===== src/rtl/capture_trig_writer_if.sv =====
// RAM port A write bus between the capture front end and the sample RAM.
interface capture_trig_writer_if #(
  parameter int unsigned ADDR_WIDTH = 13,
  parameter int unsigned DATA_WIDTH = 10
);
  logic [ADDR_WIDTH-1:0] ram_addr;
  logic [DATA_WIDTH-1:0] ram_wr_data;
  logic                  ram_wr_en;

  modport master (output ram_addr, ram_wr_data, ram_wr_en);
  modport slave  (input  ram_addr, ram_wr_data, ram_wr_en);
endinterface


===== src/rtl/capture_trig_writer.sv =====
// Circular-buffer capture writer: pre-trigger window, level/edge/forced trigger,
// post-trigger fill, and oldest-sample address for time-ordered readout.
module capture_trig_writer #(
  parameter int unsigned ADDR_WIDTH = 13,
  parameter int unsigned DATA_WIDTH = 10
) (
  input  logic                     clk,
  input  logic                     rst_n,
  input  logic                     arm,
  input  logic                     abort,
  input  logic [ADDR_WIDTH-1:0]    pretrig_len,
  input  logic [DATA_WIDTH-1:0]    trig_level,
  input  logic                     trig_edge,
  input  logic                     force_trig,
  input  logic [DATA_WIDTH-1:0]    din,
  input  logic                     din_valid,
  capture_trig_writer_if.master    ram_a,
  output logic                     busy,
  output logic                     done,
  output logic [ADDR_WIDTH-1:0]    trig_addr,
  output logic [ADDR_WIDTH-1:0]    start_addr
);

  // One extra bit so the post-trigger count can reach the full depth.
  localparam int unsigned CNT_W = ADDR_WIDTH + 1;
  localparam logic [CNT_W-1:0] DEPTH = CNT_W'(1) << ADDR_WIDTH;

  typedef enum logic [2:0] {
    ST_IDLE,
    ST_PRE_FILL,
    ST_WAIT_TRIG,
    ST_POST_FILL,
    ST_DONE
  } state_e;

  state_e                state_q, state_d;
  logic [ADDR_WIDTH-1:0] wptr_q, wptr_d;
  logic [CNT_W-1:0]      cnt_q, cnt_d;
  logic [ADDR_WIDTH-1:0] pre_q, pre_d;
  logic [DATA_WIDTH-1:0] lvl_q, lvl_d;
  logic                  edge_q, edge_d;
  logic [DATA_WIDTH-1:0] prev_q, prev_d;
  logic                  prev_valid_q, prev_valid_d;
  logic                  force_pend_q, force_pend_d;
  logic [ADDR_WIDTH-1:0] addr_q, addr_d;
  logic [DATA_WIDTH-1:0] data_q, data_d;
  logic                  wen_q, wen_d;
  logic                  busy_q, busy_d;
  logic                  done_q, done_d;
  logic [ADDR_WIDTH-1:0] trig_addr_q, trig_addr_d;
  logic [ADDR_WIDTH-1:0] start_addr_q, start_addr_d;

  logic                  edge_hit_c;
  logic [CNT_W-1:0]      post_target_c;
  logic [CNT_W-1:0]      cnt_inc_c;
  logic                  wr_c;
  logic                  force_c;

  // Edge detection against the previous valid sample, gated until one exists.
  always_comb begin
    if (trig_edge_sel()) begin
      edge_hit_c = prev_valid_q && (prev_q > lvl_q) && (din <= lvl_q);
    end else begin
      edge_hit_c = prev_valid_q && (prev_q < lvl_q) && (din >= lvl_q);
    end
  end

  function automatic logic trig_edge_sel();
    return edge_q;
  endfunction

  assign post_target_c = DEPTH - {1'b0, pre_q};
  assign cnt_inc_c     = cnt_q + CNT_W'(1);

  always_comb begin
    state_d      = state_q;
    wptr_d       = wptr_q;
    cnt_d        = cnt_q;
    pre_d        = pre_q;
    lvl_d        = lvl_q;
    edge_d       = edge_q;
    prev_d       = prev_q;
    prev_valid_d = prev_valid_q;
    force_pend_d = force_pend_q;
    addr_d       = addr_q;
    data_d       = data_q;
    wen_d        = 1'b0;
    busy_d       = busy_q;
    done_d       = done_q;
    trig_addr_d  = trig_addr_q;
    start_addr_d = start_addr_q;
    wr_c         = 1'b0;
    force_c      = force_pend_q | force_trig;

    if (abort) begin
      state_d      = ST_IDLE;
      busy_d       = 1'b0;
      done_d       = 1'b0;
      force_pend_d = 1'b0;
    end else begin
      case (state_q)
        ST_IDLE, ST_DONE: begin
          if (arm) begin
            state_d      = (pretrig_len == '0) ? ST_WAIT_TRIG : ST_PRE_FILL;
            wptr_d       = '0;
            cnt_d        = '0;
            pre_d        = pretrig_len;
            lvl_d        = trig_level;
            edge_d       = trig_edge;
            prev_valid_d = 1'b0;
            force_pend_d = 1'b0;
            busy_d       = 1'b1;
            done_d       = 1'b0;
          end
        end

        // Triggers are not evaluated here so the pre-trigger window always fills.
        ST_PRE_FILL: begin
          if (din_valid) begin
            wr_c = 1'b1;
            if (cnt_inc_c == {1'b0, pre_q}) begin
              state_d = ST_WAIT_TRIG;
              cnt_d   = '0;
            end else begin
              cnt_d = cnt_inc_c;
            end
          end
        end

        ST_WAIT_TRIG: begin
          if (din_valid) begin
            wr_c = 1'b1;
            if (force_c || edge_hit_c) begin
              trig_addr_d  = wptr_q;
              start_addr_d = wptr_q - pre_q;
              force_pend_d = 1'b0;
              if (post_target_c == CNT_W'(1)) begin
                state_d = ST_DONE;
                busy_d  = 1'b0;
                done_d  = 1'b1;
              end else begin
                state_d = ST_POST_FILL;
                cnt_d   = CNT_W'(1);
              end
            end
          end else begin
            force_pend_d = force_c;
          end
        end

        // The trigger sample counts as the first post-trigger sample.
        ST_POST_FILL: begin
          if (din_valid) begin
            wr_c = 1'b1;
            if (cnt_inc_c == post_target_c) begin
              state_d = ST_DONE;
              busy_d  = 1'b0;
              done_d  = 1'b1;
            end else begin
              cnt_d = cnt_inc_c;
            end
          end
        end

        default: begin
          state_d = ST_IDLE;
          busy_d  = 1'b0;
          done_d  = 1'b0;
        end
      endcase

      if (wr_c) begin
        addr_d       = wptr_q;
        data_d       = din;
        wen_d        = 1'b1;
        wptr_d       = wptr_q + ADDR_WIDTH'(1);
        prev_d       = din;
        prev_valid_d = 1'b1;
      end
    end
  end

  always_ff @(posedge clk or negedge rst_n) begin
    if (!rst_n) begin
      state_q      <= ST_IDLE;
      wptr_q       <= '0;
      cnt_q        <= '0;
      pre_q        <= '0;
      lvl_q        <= '0;
      edge_q       <= 1'b0;
      prev_q       <= '0;
      prev_valid_q <= 1'b0;
      force_pend_q <= 1'b0;
      addr_q       <= '0;
      data_q       <= '0;
      wen_q        <= 1'b0;
      busy_q       <= 1'b0;
      done_q       <= 1'b0;
      trig_addr_q  <= '0;
      start_addr_q <= '0;
    end else begin
      state_q      <= state_d;
      wptr_q       <= wptr_d;
      cnt_q        <= cnt_d;
      pre_q        <= pre_d;
      lvl_q        <= lvl_d;
      edge_q       <= edge_d;
      prev_q       <= prev_d;
      prev_valid_q <= prev_valid_d;
      force_pend_q <= force_pend_d;
      addr_q       <= addr_d;
      data_q       <= data_d;
      wen_q        <= wen_d;
      busy_q       <= busy_d;
      done_q       <= done_d;
      trig_addr_q  <= trig_addr_d;
      start_addr_q <= start_addr_d;
    end
  end

  assign ram_a.ram_addr    = addr_q;
  assign ram_a.ram_wr_data = data_q;
  assign ram_a.ram_wr_en   = wen_q;
  assign busy              = busy_q;
  assign done              = done_q;
  assign trig_addr         = trig_addr_q;
  assign start_addr        = start_addr_q;

endmodule

===== src/flat_wrapper.sv =====
// flat-port wrapper written by rule: the top's interface ports become plain ports
module capture_trig_writer_flat 
#(
  parameter int unsigned ADDR_WIDTH = 13,
  parameter int unsigned DATA_WIDTH = 10
)
  (clk, rst_n, arm, abort, pretrig_len, trig_level, trig_edge, force_trig, din, din_valid, busy, done, trig_addr, start_addr, ram_a_ram_addr, ram_a_ram_wr_data, ram_a_ram_wr_en);
  capture_trig_writer_if #(.ADDR_WIDTH(ADDR_WIDTH), .DATA_WIDTH(DATA_WIDTH)) ram_a_i ();
  input  logic clk;
  input  logic rst_n;
  input  logic arm;
  input  logic abort;
  input  logic [ADDR_WIDTH-1:0] pretrig_len;
  input  logic [DATA_WIDTH-1:0] trig_level;
  input  logic trig_edge;
  input  logic force_trig;
  input  logic [DATA_WIDTH-1:0] din;
  input  logic din_valid;
  output logic busy;
  output logic done;
  output logic [ADDR_WIDTH-1:0] trig_addr;
  output logic [ADDR_WIDTH-1:0] start_addr;
  output wire logic [$bits(ram_a_i.ram_addr)-1:0] ram_a_ram_addr;
  output wire logic [$bits(ram_a_i.ram_wr_data)-1:0] ram_a_ram_wr_data;
  output wire logic [$bits(ram_a_i.ram_wr_en)-1:0] ram_a_ram_wr_en;
  assign ram_a_ram_addr = ram_a_i.ram_addr;
  assign ram_a_ram_wr_data = ram_a_i.ram_wr_data;
  assign ram_a_ram_wr_en = ram_a_i.ram_wr_en;
  capture_trig_writer #(.ADDR_WIDTH(ADDR_WIDTH), .DATA_WIDTH(DATA_WIDTH)) u_core (.clk(clk), .rst_n(rst_n), .arm(arm), .abort(abort), .pretrig_len(pretrig_len), .trig_level(trig_level), .trig_edge(trig_edge), .force_trig(force_trig), .din(din), .din_valid(din_valid), .ram_a(ram_a_i), .busy(busy), .done(done), .trig_addr(trig_addr), .start_addr(start_addr));
endmodule

===== config.mk =====
export PLATFORM = sky130hd
export DESIGN_NAME = capture_trig_writer_flat
export DESIGN_NICKNAME = d
export VERILOG_FILES = /design/src/rtl/capture_trig_writer_if.sv /design/src/rtl/capture_trig_writer.sv /design/src/flat_wrapper.sv
export SDC_FILE = /design/constraint.sdc
export NUM_CORES = 1
export LEC_CHECK = 0
export CORE_MARGIN = 8
export CORE_UTILIZATION = 56
export DETAILED_ROUTE_END_ITERATION = 16
export PLACE_DENSITY = 0.93
export SETUP_SLACK_MARGIN = 0.05
export SYNTH_ARGS = -nofsm -noshare
export SYNTH_HDL_FRONTEND = slang
export SYNTH_SLANG_ARGS = --single-unit

===== constraint.sdc =====
create_clock -name clk -period 3.26 [get_ports clk]
set_input_delay 0.489 -clock clk [delete_from_list [all_inputs] [get_ports clk]]
set_output_delay 0.489 -clock clk [all_outputs]
set_load 0.05 [all_outputs]

==> results.sh, run 1 <==
export IMPL_dieArea_um2=15370
export IMPL_rsz0062_at_grt="true"
export IMPL_clock_path_buffers=2
export IMPL_ios=92
export IMPL_fmax_mhz=322.5
export IMPL_nets=901
export IMPL_hp_class="primary input to asynchronous set/reset pin"
export IMPL_timing_rr_end="u_core.cnt_q[13]$_DFFE_PN0P_"
export IMPL_status="completed"
export IMPL_hold_viol=0
export IMPL_synthTopCellsByCount="nand2_1, dfrtp_1, o21ai_0"
export IMPL_fill_cells=781
export IMPL_powerDensity_nw_per_um2=904.3
export IMPL_synth_edf_count=0
export IMPL_post_cts_buffers=0
export IMPL_synthCells=727
export IMPL_num_vias=6115
export IMPL_path_cells="clkdlybuf4s50_1 > ha_1 > a21oi_1 > o21ai_0 > a2111o_1 > a21oi_1 > mux2_2 > nor2_1 > or4_4 > buf_12 > mux2_2"
export IMPL_crit_fanout=21
export IMPL_synth_net_count=804
export IMPL_worst_pin_slew_ns=0.7335
export IMPL_p_leak_nw=3.757
export IMPL_yosysSeqAreaShare_pct=41.40
export IMPL_slew_violations=0
export IMPL_period_minus_slack_ns=3.101
export IMPL_postCtsHoldBufs=0
export IMPL_wire_per_inst_um=19.56
export IMPL_synth_area_per_cell_um2=8.979
export IMPL_endpoint_kind="register"
export IMPL_async_flop_share_pct=100.0
export IMPL_synth_most_common_cell="nand2_1"
export IMPL_slew_headroom_pct=51.10
export IMPL_htreeDepth=3
export IMPL_cp_slowest_cell="or4_4"
export IMPL_portBuffers=91
export IMPL_fin_area_um2=8202
export IMPL_stdcell_count=972
export IMPL_yosys_area_top_type_share_pct=41.40
export IMPL_insertion_delay_ns=0.36
export IMPL_path_clk_slew_ns=0.08
export IMPL_syn2layout_area_growth_pct=25.65
export IMPL_crit_family="compound AO/OA/AOI/OAI gates"
export IMPL_grt_total_usage_pct=24.23
export IMPL_cts_tree="built"
export IMPL_cts_resized=0
export IMPL_peakVddDrop_v=0.0006494
export IMPL_die_y_um=124.0
export IMPL_synth_warnings=0
export IMPL_setup_violations=0
export IMPL_first_global_vias=5903
export IMPL_diodes=0
export IMPL_fin_crit_sh_pct=95.11
export IMPL_ys_ff_latch=108
export IMPL_yosys_area_top_type="dfrtp_1"
export IMPL_clockRootBuffer="clkbuf_16"
export IMPL_critPathMaxStageDelay_ns=0.50
export IMPL_ys_flop_type="dfrtp_1"
export IMPL_final_setup_skew_ns=0.01017
export IMPL_start_kind="primary input"
export IMPL_core_area_um2=11420
export IMPL_worstPathRequired_ns=3.50
export IMPL_layout_drive_gt1_share_pct=10.98
export IMPL_ant_nets=0
export IMPL_die_x_um=124.0
export IMPL_rr_startpoint="u_core.cnt_q[0]$_DFFE_PN0P_"
export IMPL_path_class="primary input to register"
export IMPL_timing_hold_ws_ns=0.1796
export IMPL_syn_area_um2=6528
export IMPL_first_pass_iters=6
export IMPL_overflow=0
export IMPL_yosys_cell_types_count=64
export IMPL_grt_max_degree=60
export IMPL_synth_area_top_cells="dfrtp_1, nand2_1, ha_1"
export IMPL_drtIter0Drc=595
export IMPL_drc=0
export IMPL_vias_per_cell=6.291
export IMPL_cts_sinks=108
export IMPL_place_inst=955
export IMPL_place_congestion=0.9572
export IMPL_start_util_pct=57.17
export IMPL_dp_hpwl_mm=13.06
export IMPL_fin_setup_tns_ns=0
export IMPL_cts_buffers=9
export IMPL_cp_num_buf_inv=2
export IMPL_placed_area_um2=7717
export IMPL_grt_pass1_wl_mm=29.58
export IMPL_placementRows=39
export IMPL_r2r_cells=10
export IMPL_drv_cap=0
export IMPL_fin_util_pct=71.83
export IMPL_cp_data_arrival_time_ns=3.34
export IMPL_r2r_setup_slack_ns=0.20
export IMPL_wirelength_mm=19.02
export IMPL_antenna_found_initial=0
## placed cells by master, fill, tap and decap left out, types with 4 or more instances in the layout
master	Yosys	layout
and2_1	4	4
nor3_1	14	13
ha_1	36	36
o31ai_1	15	15
buf_4	1	27
a31oi_1	5	5
o41ai_2	0	7
nand4_1	14	14
a21oi_1	22	22
nor2_1	40	40
mux2_2	13	13
clkbuf_16	0	10
nand2b_1	8	8
mux2i_1	5	5
xnor2_1	33	32
and3_1	13	11
a21o_1	9	9
nand2_1	140	140
dfrtp_1	108	108
xor2_1	16	16
nor4_1	10	7
and4_1	6	6
nand3_1	19	19
o211ai_1	4	4
o21ai_0	57	57
o41ai_1	13	6
inv_1	37	37
clkdlybuf4s50_1	0	90
## registers in the layout (all words and copies together), names as in the netlist, 3 cells and up
name / cells
u_core.wptr_q: 13
u_core.trig_addr: 13
u_core.prev_q: 10
u_core.start_addr: 13
u_core.pre_q: 13
u_core.cnt_q: 14
u_core.state_q: 3
u_core.lvl_q: 10
u_core.ram_a.ram_addr: 13
## layout make-up
type / count / area (µm²) / area share, %
multi-input combinational: 548 / 3664 / 44.67
sequential: 108 / 2703 / 32.95
timing repair buffer: 120 / 1169 / 14.25
clock buffer: 9 / 225.2 / 2.746
tap: 143 / 178.9 / 2.182
inverter: 37 / 138.9 / 1.693
clock inverter: 7 / 123.9 / 1.510
## power by group
group          internal, mW  switching (mW)
registers              1.73           0.420
logic                  1.53            2.46
clock network         0.758           0.524
total                  4.02            3.40
## logic make-up after synthesis
family	count (synthesis)	share of synthesized area, %
and+or+nand+nor	289	21.66
buffers and inverters	71	4.255
muxes	19	3.239
DFF	108	41.40
xor gates and xnor gates	51	7.169
adders and majority gates	37	7.207
AOI/OAI and AO/OA	152	15.07
## per-layer routing
layer / vias to the layer above / part of all wire [%] / track usage (%)
li1: 2762 / - / -
met1: 2913 / 40 / 31.54
met2: 354 / 47 / 38.25
met3: 86 / 7.8 / 3.445
met4: 0 / 4.8 / 13.61
met5: - / 0 / 0
## metrics by stage
| stage | setup WS [ns] | total power, mW |
|---|---|---|
| finish | 0.1593 | 7.417 |
| global route | 0.04627 | 7.827 |
| CTS | 0.09124 | 7.260 |
| detailed placement | -0.2524 | 5.918 |
| global placement | -0.1867 | 5.778 |
| floorplan | 0.2226 | 4.731 |
## how the worst max path moves through the flow
stage | slack [ns] | endpoint | startpoint | depth (start not counted)
floorplan | 0.22 | u_core.trig_addr[10]$_DFFE_PN0P_ | u_core.prev_q[4]$_DFFE_PN0P_ | 10
global placement | -0.19 | u_core.trig_addr[2]$_DFFE_PN0P_ | din[5] | 11
detailed placement | -0.25 | u_core.cnt_q[8]$_DFFE_PN0P_ | din[5] | 12
CTS | 0.09 | u_core.cnt_q[2]$_DFFE_PN0P_ | din[5] | 12
global route | 0.05 | u_core.cnt_q[13]$_DFFE_PN0P_ | u_core.pre_q[1]$_DFFE_PN0P_ | 11
finish | 0.16 | u_core.trig_addr[4]$_DFFE_PN0P_ | din[3] | 11
(Power assumes the default switching activity.)
==> inputs of run 2 (changes only) <==
- PLACE_DENSITY: 0.93 -> 0.83
==> results.sh, run 2 (synthesized netlist as in run 1, its figures left out) <==
export IMPL_dieArea_um2=15370
export IMPL_cts_sinks=108
export IMPL_diodes=0
export IMPL_nets=909
export IMPL_slew_headroom_pct=55.15
export IMPL_hp_class="primary input to asynchronous set/reset pin"
export IMPL_regMostFlops="u_core.cnt_q"
export IMPL_insertion_delay_ns=0.36
export IMPL_final_common_cell="nand2_1"
export IMPL_top_layer_used="met4"
export IMPL_met1_length_mm=8.225
export IMPL_peakVddDrop_v=0.0007269
export IMPL_overflow=0
export IMPL_combPwrFrac_pct=55.5
export IMPL_ios=92
export IMPL_fin_crit_sh_pct=96.85
export IMPL_grt_max_degree=54
export IMPL_htreeDepth=3
export IMPL_hold_viol=0
export IMPL_period_minus_slack_ns=3.157
export IMPL_multi_input_area_um2=3651
export IMPL_cts_buffers=9
export IMPL_final_setup_skew_ns=0.007097
export IMPL_worst_pin_slew_ns=0.6727
export IMPL_ant_nets=0
export IMPL_path_class="register to register"
export IMPL_cp_data_arrival_time_ns=3.40
export IMPL_die_y_um=124.0
export IMPL_grt_total_usage_pct=25.19
export IMPL_vias_per_cell=6.077
export IMPL_p_seq_share_pct=29.1
export IMPL_fin_area_um2=8182
export IMPL_clock_path_buffers=2
export IMPL_netSwitchingPower_mw=3.445
export IMPL_placed_area_um2=7785
export IMPL_first_global_vias=5926
export IMPL_wl_met3_mm=1.468
export IMPL_drc=0
export IMPL_start_kind="register"
export IMPL_layout_drive_gt1_share_pct=11.36
export IMPL_path_clk_slew_ns=0.07
export IMPL_intPower_mw=3.922
export IMPL_core_area_um2=11420
export IMPL_first_pass_iters=5
export IMPL_antenna_found_initial=0
export IMPL_cp_common_cell="xnor2_1"
export IMPL_portBuffers=91
export IMPL_grt_pass1_wl_mm=30.19
export IMPL_route_met2_wl_mm=9.194
export IMPL_mostFrequentLayoutCells="nand2_1, dfrtp_1, clkdlybuf4s50_1, o21ai_0, nor2_1"
export IMPL_syn2layout_area_growth_pct=25.34
export IMPL_dp_hpwl_mm=14.07
export IMPL_cts_resized=0
export IMPL_p_sw_share_pct=46.76
export IMPL_wire_per_inst_um=19.80
export IMPL_num_vias=5949
export IMPL_largest_reg_flops=14
export IMPL_fin_util_pct=71.65
export IMPL_cp_slowest_cell="nor4_1"
export IMPL_start_util_pct=57.17
export IMPL_drtIter0Drc=656
export IMPL_p_leak_nw=3.756
export IMPL_powerDensity_nw_per_um2=900.5
export IMPL_slew_violations=0
export IMPL_setup_violations=0
export IMPL_crit_fanout=6
export IMPL_cts_tree="built"
export IMPL_fill_cells=866
export IMPL_placementRows=39
export IMPL_critPathMaxStageDelay_ns=0.38
export IMPL_fmax_mhz=316.7
export IMPL_wirelength_mm=19.39
export IMPL_endpoint_kind="register"
export IMPL_worstPathRequired_ns=3.50
export IMPL_drv_cap=0
export IMPL_postCtsHoldBufs=0
export IMPL_die_x_um=124.0
export IMPL_path_cells="ha_1 > nand3_1 > nor4_4 > xnor2_1 > xnor2_1 > nor4_1 > o2111ai_2 > a41o_1 > a21o_1 > mux2_4"
export IMPL_place_congestion=0.9344
export IMPL_status="completed"
export IMPL_post_cts_buffers=0
export IMPL_seq_area_um2=2703
export IMPL_p_clk_share_pct=15.5
export IMPL_clockRootBuffer="clkbuf_16"
## run 2: cell types whose count changed in the layout (fill, tap and decap cells not counted), moves of 2 or more
cell,delta
buf_4,+9
o41ai_2,-2
o41ai_1,+2
nor4_2,-2
o21ai_0,-2
bufinv_16,-2
o21ai_1,+2
nor4_1,+2
## run 2: area by class of cell
| class | instances | area share, % |
|---|---|---|
| Clock buffer | 9 | 2.753 |
| Clock inverter | 6 | 0.9023 |
| Inverter | 37 | 1.698 |
| Multi-Input combinational cell | 548 | 44.62 |
| Sequential cell | 108 | 33.03 |
| Tap cell | 143 | 2.187 |
| Timing Repair Buffer | 128 | 14.80 |
## run 2: worst max-delay path, delay by kind of cell, from the launching register on
kind	cells	cell delay [ns]
adder cells (fa/ha/maj)	1	0.33
flip-flops	1	0.36
multiplexers	1	0.30
XOR/XNOR	2	0.32
AO/OA/AOI/OAI	3	0.80
AND/OR/NAND/NOR	3	0.93
## run 2: per-stage QoR
stage,TNS (ns),hold WS [ns],total power [mW],setup slack (ns),instances
floorplan,0,0.1934,4.731,0.2226,727
global placement,-5.698,0.4614,5.908,-0.2004,964
detailed placement,-8.947,0.4633,6.065,-0.2934,964
CTS,0,0.1773,7.260,0.06937,979
global route,-0.007984,0.2202,7.786,-0.004305,979
finish,0,0.1679,7.367,0.1027,979
## run 2: worst paths after layout
check | start | to | slack [ns] | cells after the start
max | u_core.cnt_q[0]$_DFFE_PN0P_ | u_core.state_q[0]$_DFFE_PN0P_ | 0.10 | 10
min | rst_n | u_core.lvl_q[3]$_DFFE_PN0P_ | 0.17 | 1
max reg2reg | u_core.cnt_q[0]$_DFFE_PN0P_ | u_core.state_q[0]$_DFFE_PN0P_ | 0.10 | 10
min reg2reg | u_core.ram_a.ram_addr[7]$_DFFE_PN0P_ | u_core.ram_a.ram_addr[7]$_DFFE_PN0P_ | 0.48 | 2
max in group asynchronous | rst_n | u_core.ram_a.ram_addr[8]$_DFFE_PN0P_ | 2.35 | 2
min in group clk | u_core.ram_a.ram_addr[7]$_DFFE_PN0P_ | u_core.ram_a.ram_addr[7]$_DFFE_PN0P_ | 0.48 | 2
## run 2: routing by layer
layer | track usage, % | vias to the layer above
met5 | 0 | -
met4 | 10.48 | 0
met3 | 4.669 | 38
met2 | 41.28 | 287
met1 | 32.25 | 2852
li1 | - | 2772
## run 2: power groups by stage
stage	Combinational (mW)	Sequential, mW	Clock [mW]
6_report	4.09	2.14	1.14
5_1_grt	4.41	2.18	1.20
3_3_place_gp	3.78	2.13	0
3_5_place_dp	3.92	2.14	0
4_1_cts	3.99	2.12	1.15
2_1_floorplan	2.10	2.63	0
